$ cat src/rtl/disp_scan.sv
// Multiplexed 7-segment scanner: double-buffered digit data, per-slot dead time,
// hex decode with leading-zero blanking, registered (optionally inverted) pins.
module disp_scan #(
  parameter int DIGITS    = 4,
  parameter int DIV       = 50000,
  parameter int BLANK_CYC = 16,
  parameter bit ACT_LOW   = 1'b1
) (
  input  logic                  clk,
  input  logic                  rst,
  input  logic [4*DIGITS-1:0]   data,
  input  logic [DIGITS-1:0]     dp,
  input  logic [3:0]            num,
  input  logic                  lz_blank,
  input  logic                  load,
  output logic [7:0]            seg_d,
  output logic [DIGITS-1:0]     seg_w,
  output logic                  frame
);

  localparam int TW = $clog2(DIV);
  localparam logic [TW-1:0]     T_LAST  = TW'(DIV - 1);
  localparam logic [TW-1:0]     T_BLANK = TW'(BLANK_CYC);
  localparam logic [3:0]        DIG4    = 4'(DIGITS);
  localparam logic [7:0]        OFF_D   = {8{ACT_LOW}};
  localparam logic [DIGITS-1:0] OFF_W   = {DIGITS{ACT_LOW}};

  logic [TW-1:0]         tick_cnt;
  logic [3:0]            idx;
  logic [4*DIGITS-1:0]   data_p, data_a;
  logic [DIGITS-1:0]     dp_p, dp_a;
  logic [3:0]            num_p, num_a, num_c;
  logic                  slot_end, frame_end;

  function automatic logic [6:0] hex7(input logic [3:0] n);
    case (n)
      4'h0: hex7 = 7'h3F;  4'h1: hex7 = 7'h06;  4'h2: hex7 = 7'h5B;  4'h3: hex7 = 7'h4F;
      4'h4: hex7 = 7'h66;  4'h5: hex7 = 7'h6D;  4'h6: hex7 = 7'h7D;  4'h7: hex7 = 7'h07;
      4'h8: hex7 = 7'h7F;  4'h9: hex7 = 7'h6F;  4'hA: hex7 = 7'h77;  4'hB: hex7 = 7'h7C;
      4'hC: hex7 = 7'h39;  4'hD: hex7 = 7'h5E;  4'hE: hex7 = 7'h79;  default: hex7 = 7'h71;
    endcase
  endfunction

  assign num_c     = (num > DIG4) ? DIG4 : num;
  assign slot_end  = (tick_cnt == T_LAST);
  assign frame_end = slot_end && ((num_a == 4'd0) || (idx == num_a - 4'd1));

  // Scan counters and the pending/active double buffer; the active set only
  // changes on a frame boundary so a frame never mixes old and new digits.
  always_ff @(posedge clk) begin
    if (rst) begin
      tick_cnt <= '0;
      idx      <= '0;
      data_p   <= '0;
      dp_p     <= '0;
      num_p    <= '0;
      data_a   <= '0;
      dp_a     <= '0;
      num_a    <= '0;
    end else begin
      if (slot_end) begin
        tick_cnt <= '0;
        idx      <= frame_end ? 4'd0 : idx + 4'd1;
      end else begin
        tick_cnt <= tick_cnt + 1'b1;
      end
      if (load) begin
        data_p <= data;
        dp_p   <= dp;
        num_p  <= num_c;
      end
      if (frame_end && load) begin
        data_a <= data;
        dp_a   <= dp;
        num_a  <= num_c;
      end else if (frame_end) begin
        data_a <= data_p;
        dp_a   <= dp_p;
        num_a  <= num_p;
      end
    end
  end

  logic [DIGITS-1:0] lz_vec, sel;
  logic [3:0]        cur_nib;
  logic              cur_dp, cur_lz, run, show;
  logic [7:0]        seg_n;
  logic [DIGITS-1:0] w_n;

  always_comb begin
    lz_vec  = '0;
    sel     = '0;
    cur_nib = 4'h0;
    cur_dp  = 1'b0;
    cur_lz  = 1'b0;
    run     = 1'b1;
    // Walk down from the most significant active digit while nibbles stay zero.
    for (int i = DIGITS - 1; i >= 0; i--) begin
      if (i[3:0] < num_a) begin
        run       = run && (data_a[4*i +: 4] == 4'h0);
        lz_vec[i] = lz_blank && run && (i != 0);
      end
    end
    for (int i = 0; i < DIGITS; i++) begin
      if (idx == i[3:0]) begin
        cur_nib = data_a[4*i +: 4];
        cur_dp  = dp_a[i];
        cur_lz  = lz_vec[i];
        sel[i]  = 1'b1;
      end
    end
    show  = (num_a != 4'd0) && (tick_cnt >= T_BLANK);
    seg_n = show ? {cur_dp, cur_lz ? 7'h00 : hex7(cur_nib)} : 8'h00;
    w_n   = show ? sel : '0;
  end

  always_ff @(posedge clk) begin
    if (rst) begin
      seg_d <= OFF_D;
      seg_w <= OFF_W;
      frame <= 1'b0;
    end else begin
      seg_d <= ACT_LOW ? ~seg_n : seg_n;
      seg_w <= ACT_LOW ? ~w_n : w_n;
      frame <= (idx == 4'd0) && (tick_cnt == '0);
    end
  end

endmodule

$ cat config.mk
export PLATFORM = sky130hd
export DESIGN_NAME = disp_scan
export DESIGN_NICKNAME = d
export VERILOG_FILES = /design/src/rtl/disp_scan.sv
export SDC_FILE = /design/constraint.sdc
export NUM_CORES = 1
export LEC_CHECK = 0
export ABC_AREA = 0
export BUFFER_PORTS_ARGS = -buffer_cell sky130_fd_sc_hd__buf_2
export CAP_MARGIN = 20
export CORE_MARGIN = 4
export CORE_UTILIZATION = 58
export DETAILED_ROUTE_END_ITERATION = 16
export HOLD_SLACK_MARGIN = 0.15
export PLACE_DENSITY_LB_ADDON = 0.25
export SLEW_MARGIN = 15
export SYNTH_ARGS = -nofsm -noshare
export SYNTH_HDL_FRONTEND = slang
export SYNTH_SLANG_ARGS = --single-unit
$ cat constraint.sdc
create_clock -name clk -period 3.4 [get_ports clk]
set_clock_uncertainty 0.1 [all_clocks]
set_input_delay 0.85 -clock clk [delete_from_list [all_inputs] [get_ports clk]]
set_output_delay 0.85 -clock clk [all_outputs]
set_load 0.01 [all_outputs]
==> impl_results.md <==
- Hold Fails Final Rpt: 0
- Finish-stage setup viols: 0
- Nets: 450
- Share of the core filled with cells: 0.666
- WL final: between 7000 and 8000 um
- Syn nets: between 400 and 500
- Filler instances: between 400 and 500
- Synth warnings: 0
- Number of synthesized flops with an enable pin: 0
- Worst r2r src: idx[0]$_SDFFE_PP0P_
- CTS buffer count: 9
- Initial DRC Count: around 130
- Max IR drop VDD: approximately 0.00030 V
- Drt wl/cell: approximately 14 um
- Core Area: 5920 um2
- Final period util: 0.833
- Top layer reached by signal wires: met4
- RSZ-0062 raised after global routing: false
- Worst Hold Class: flop to flop
- First-pass GRT wire length: 12100 um
- Worst slew pin tran: slightly below 900 ps
- Max transition margin: 0.410
- FFs w/ async S/R, synth: 0
- Crit path from: idx[0]$_SDFFE_PP0P_
- Reg power frac: 0.561
- CP Class: flop to flop
- Setup TNS: 0 ps
- Largest net degree at the start of global routing: 35
- Vias: approximately 2700
- Crit. End Element: flop
- Gr usage total: 0.203
- I/O pins: just over 40
- Most common cell after layout, fill and taps aside: dfxtp_1
- WL met3: about 300 um
- Vias per cell: 5.59
- CTS H-Tree Depth: 3
- Worst-path clk slew: about 80 ps
- M1 wire length: approximately 3200 um
- Status: finished clean
- Antenna viol nets, final: 0
- Logic pwr share: 0.045
- Max Root-Sink Buffers: 2
- Net Sw Power: 0.392 mW
- Seq/Total Area, Yosys: 0.457
- Clock latency on the worst-skew pair: around 350 ps
- Leakage: around 1.7 nW
- R2r setup slk: between 500 and 600 ps
- TritonCTS clock tree: built
- Hold Startpoint: tick_cnt[0]$_SDFF_PP0_
- Post-synth top flop: dfxtp_1
- Vias in the first global route: around 2700
- Post-Synthesis Cells: around 370
- Achievable frequency: 353 MHz
- Max Slew Vio Count: 0
- Startpoint Class: flop
- Remaining Overflow, GRT: 0
- DRT Pass-1 Iters: 5
- Residual DRC: 0
- Clock power share: 0.394
- WL met2: about 3400 um
- FF+latch count, synth: 81
- Antenna violations before repair: 0
- Layout cell share with drive strength beyond 1: 0.150
- Setup ws final: between 500 and 600 ps
- CP arrival: 2960 ps
- Total power: ~1.7 mW
- Power Internal: between 1 and 1.5 mW
- Die area: approximately 7400 um2
- Initial Util: 0.600
- Resize count post-CTS: 0
- Pre-CTS setup slack: 668 ps
- Setup Fix Bufs, Post-CTS: 0
- Most frequent cells in the layout: dfxtp_1 (81), nor2_1 (52), buf_2 (40), o22a_1 (24), nand2_1 (22)
- Final min period: 2830 ps
- Critical path peak fanout: 15
- Mean post-synth cell area: ~9.5 um2
- Switching part of the total: 0.226
- Ant diodes: 0
- Layout area overhead: 11.0%
- Clk sink count: 81
- Synth unique cells: 48
- Port Buffers: 40
- Worst EP required: approximately 3500 ps
- Hold slack: a little under 400 ps
- Maxcap violations: 0
- Cell Area, Synth: about 3500 um2
- Worst hold path depth: 1
- Row count: 28
- Routability cong.: 0.856
- Hold_buf cts: 0
- Root Buffer: clkbuf_8
- R2R cell count: 11
- Pwr/cell area: about 440 nW/um2
- Post-DP HPWL: between 4000 and 5000 um
- Die width: 86.2 um
- Die height: roughly 86 um
-- cell usage after synthesis, types with 2 or more instances --
| library cell | number | area share |
|---|---|---|
| dfxtp_1 | 81 | 0.46 |
| nor2_1 | 52 | 0.055 |
| o22a_1 | 24 | 0.059 |
| nand2_1 | 22 | 0.023 |
| mux2i_1 | 21 | 0.059 |
| xnor2_1 | 17 | 0.042 |
| ha_1 | 15 | 0.053 |
| nor3_1 | 15 | 0.021 |
| inv_1 | 13 | 0.014 |
| a21oi_1 | 12 | 0.017 |
| clkbuf_1 | 12 | 0.013 |
| nand3_1 | 12 | 0.017 |
| nor4_1 | 7 | 0.012 |
| xor2_1 | 6 | 0.015 |
| o21ai_0 | 5 | 0.0070 |
| a211oi_1 | 4 | 0.0085 |
| buf_6 | 4 | 0.013 |
| nand2b_1 | 4 | 0.0070 |
| nand4_1 | 4 | 0.0070 |
| nor2b_1 | 4 | 0.0070 |
| a211o_1 | 3 | 0.0074 |
| buf_2 | 3 | 0.0042 |
| nand3b_1 | 3 | 0.0063 |
| mux2_2 | 2 | 0.0063 |
| nor3b_1 | 2 | 0.0042 |
| o211ai_1 | 2 | 0.0042 |
| o221ai_1 | 2 | 0.0049 |
| o311ai_0 | 2 | 0.0049 |
| or3_1 | 2 | 0.0035 |
-- sequential cells by signal, indices dropped and copies added, names as in the netlist --
register  flops
seg_d         8
num_p         4
dp_a          4
data_p       16
idx           4
tick_cnt     16
frame         1
dp_p          4
num_a         4
seg_w         4
data_a       16
-- power groups by stage --
stage / sequential [mW] / combinational [mW] / clock [mW]
6_report: 0.975 / 0.0782 / 0.684
5_1_grt: 0.978 / 0.0900 / 0.744
4_1_cts: 0.975 / 0.0803 / 0.699
3_5_place_dp: 0.997 / 0.0800 / 0
3_3_place_gp: 0.997 / 0.0775 / 0
2_1_floorplan: 0.996 / 0.0566 / 0
-- worst max-delay path: stages (launching register included) --
cell and delay (ps):
dfxtp_1 420, inv_1 120, ha_1 380, a21oi_1 180, o21ai_0 100, a22oi_1 220
nand2b_1 250, inv_1 100, ha_1 220, or3_1 370, a21oi_1 180, o31ai_1 80
-- final cells by class --
| cell class | instances | area [um2] | share of cell area |
|---|---|---|---|
| inverter | 13 | 48.8 | 0.0124 |
| tap | 75 | 93.8 | 0.0238 |
| sequential | 81 | 1620 | 0.411 |
| clock inverter | 6 | 67.6 | 0.0171 |
| timing repair buffer | 41 | 208 | 0.0527 |
| multi-input combinational | 261 | 1770 | 0.450 |
| clock buffer | 10 | 128 | 0.0324 |
-- path summary, 6_finish.rpt --
path,end
min reg2reg,tick_cnt[0]$_SDFF_PP0_
min,tick_cnt[0]$_SDFF_PP0_
max,seg_d[3]$_SDFF_PP1_
max reg2reg,seg_d[3]$_SDFF_PP1_
-- per-layer routing --
layer  GRT usage  up-vias
met1       0.249     1259
li1            -     1391
met3      0.0371       13
met4       0.115        0
met2       0.335       57
met5           0        -
-- per-stage QoR --
stage	instance area [um2]	cells
after global placement	3750	471
after global routing	3940	487
final	3940	487
after CTS	3940	487
after floorplan	3550	374
after detailed placement	3750	471
-- cell families (layout without fill, tap and decap cells) --
group | Yosys count | count (layout) | share of synthesized area
compound gates | 64 | 64 | 0.137
flops | 81 | 81 | 0.457
mux | 23 | 23 | 0.0656
xor+xnor | 23 | 23 | 0.0567
simple gates | 136 | 136 | 0.187
buf+inv | 32 | 70 | 0.0434
fa+ha+maj | 15 | 15 | 0.0529
Power figures use the tool's default switching activity.
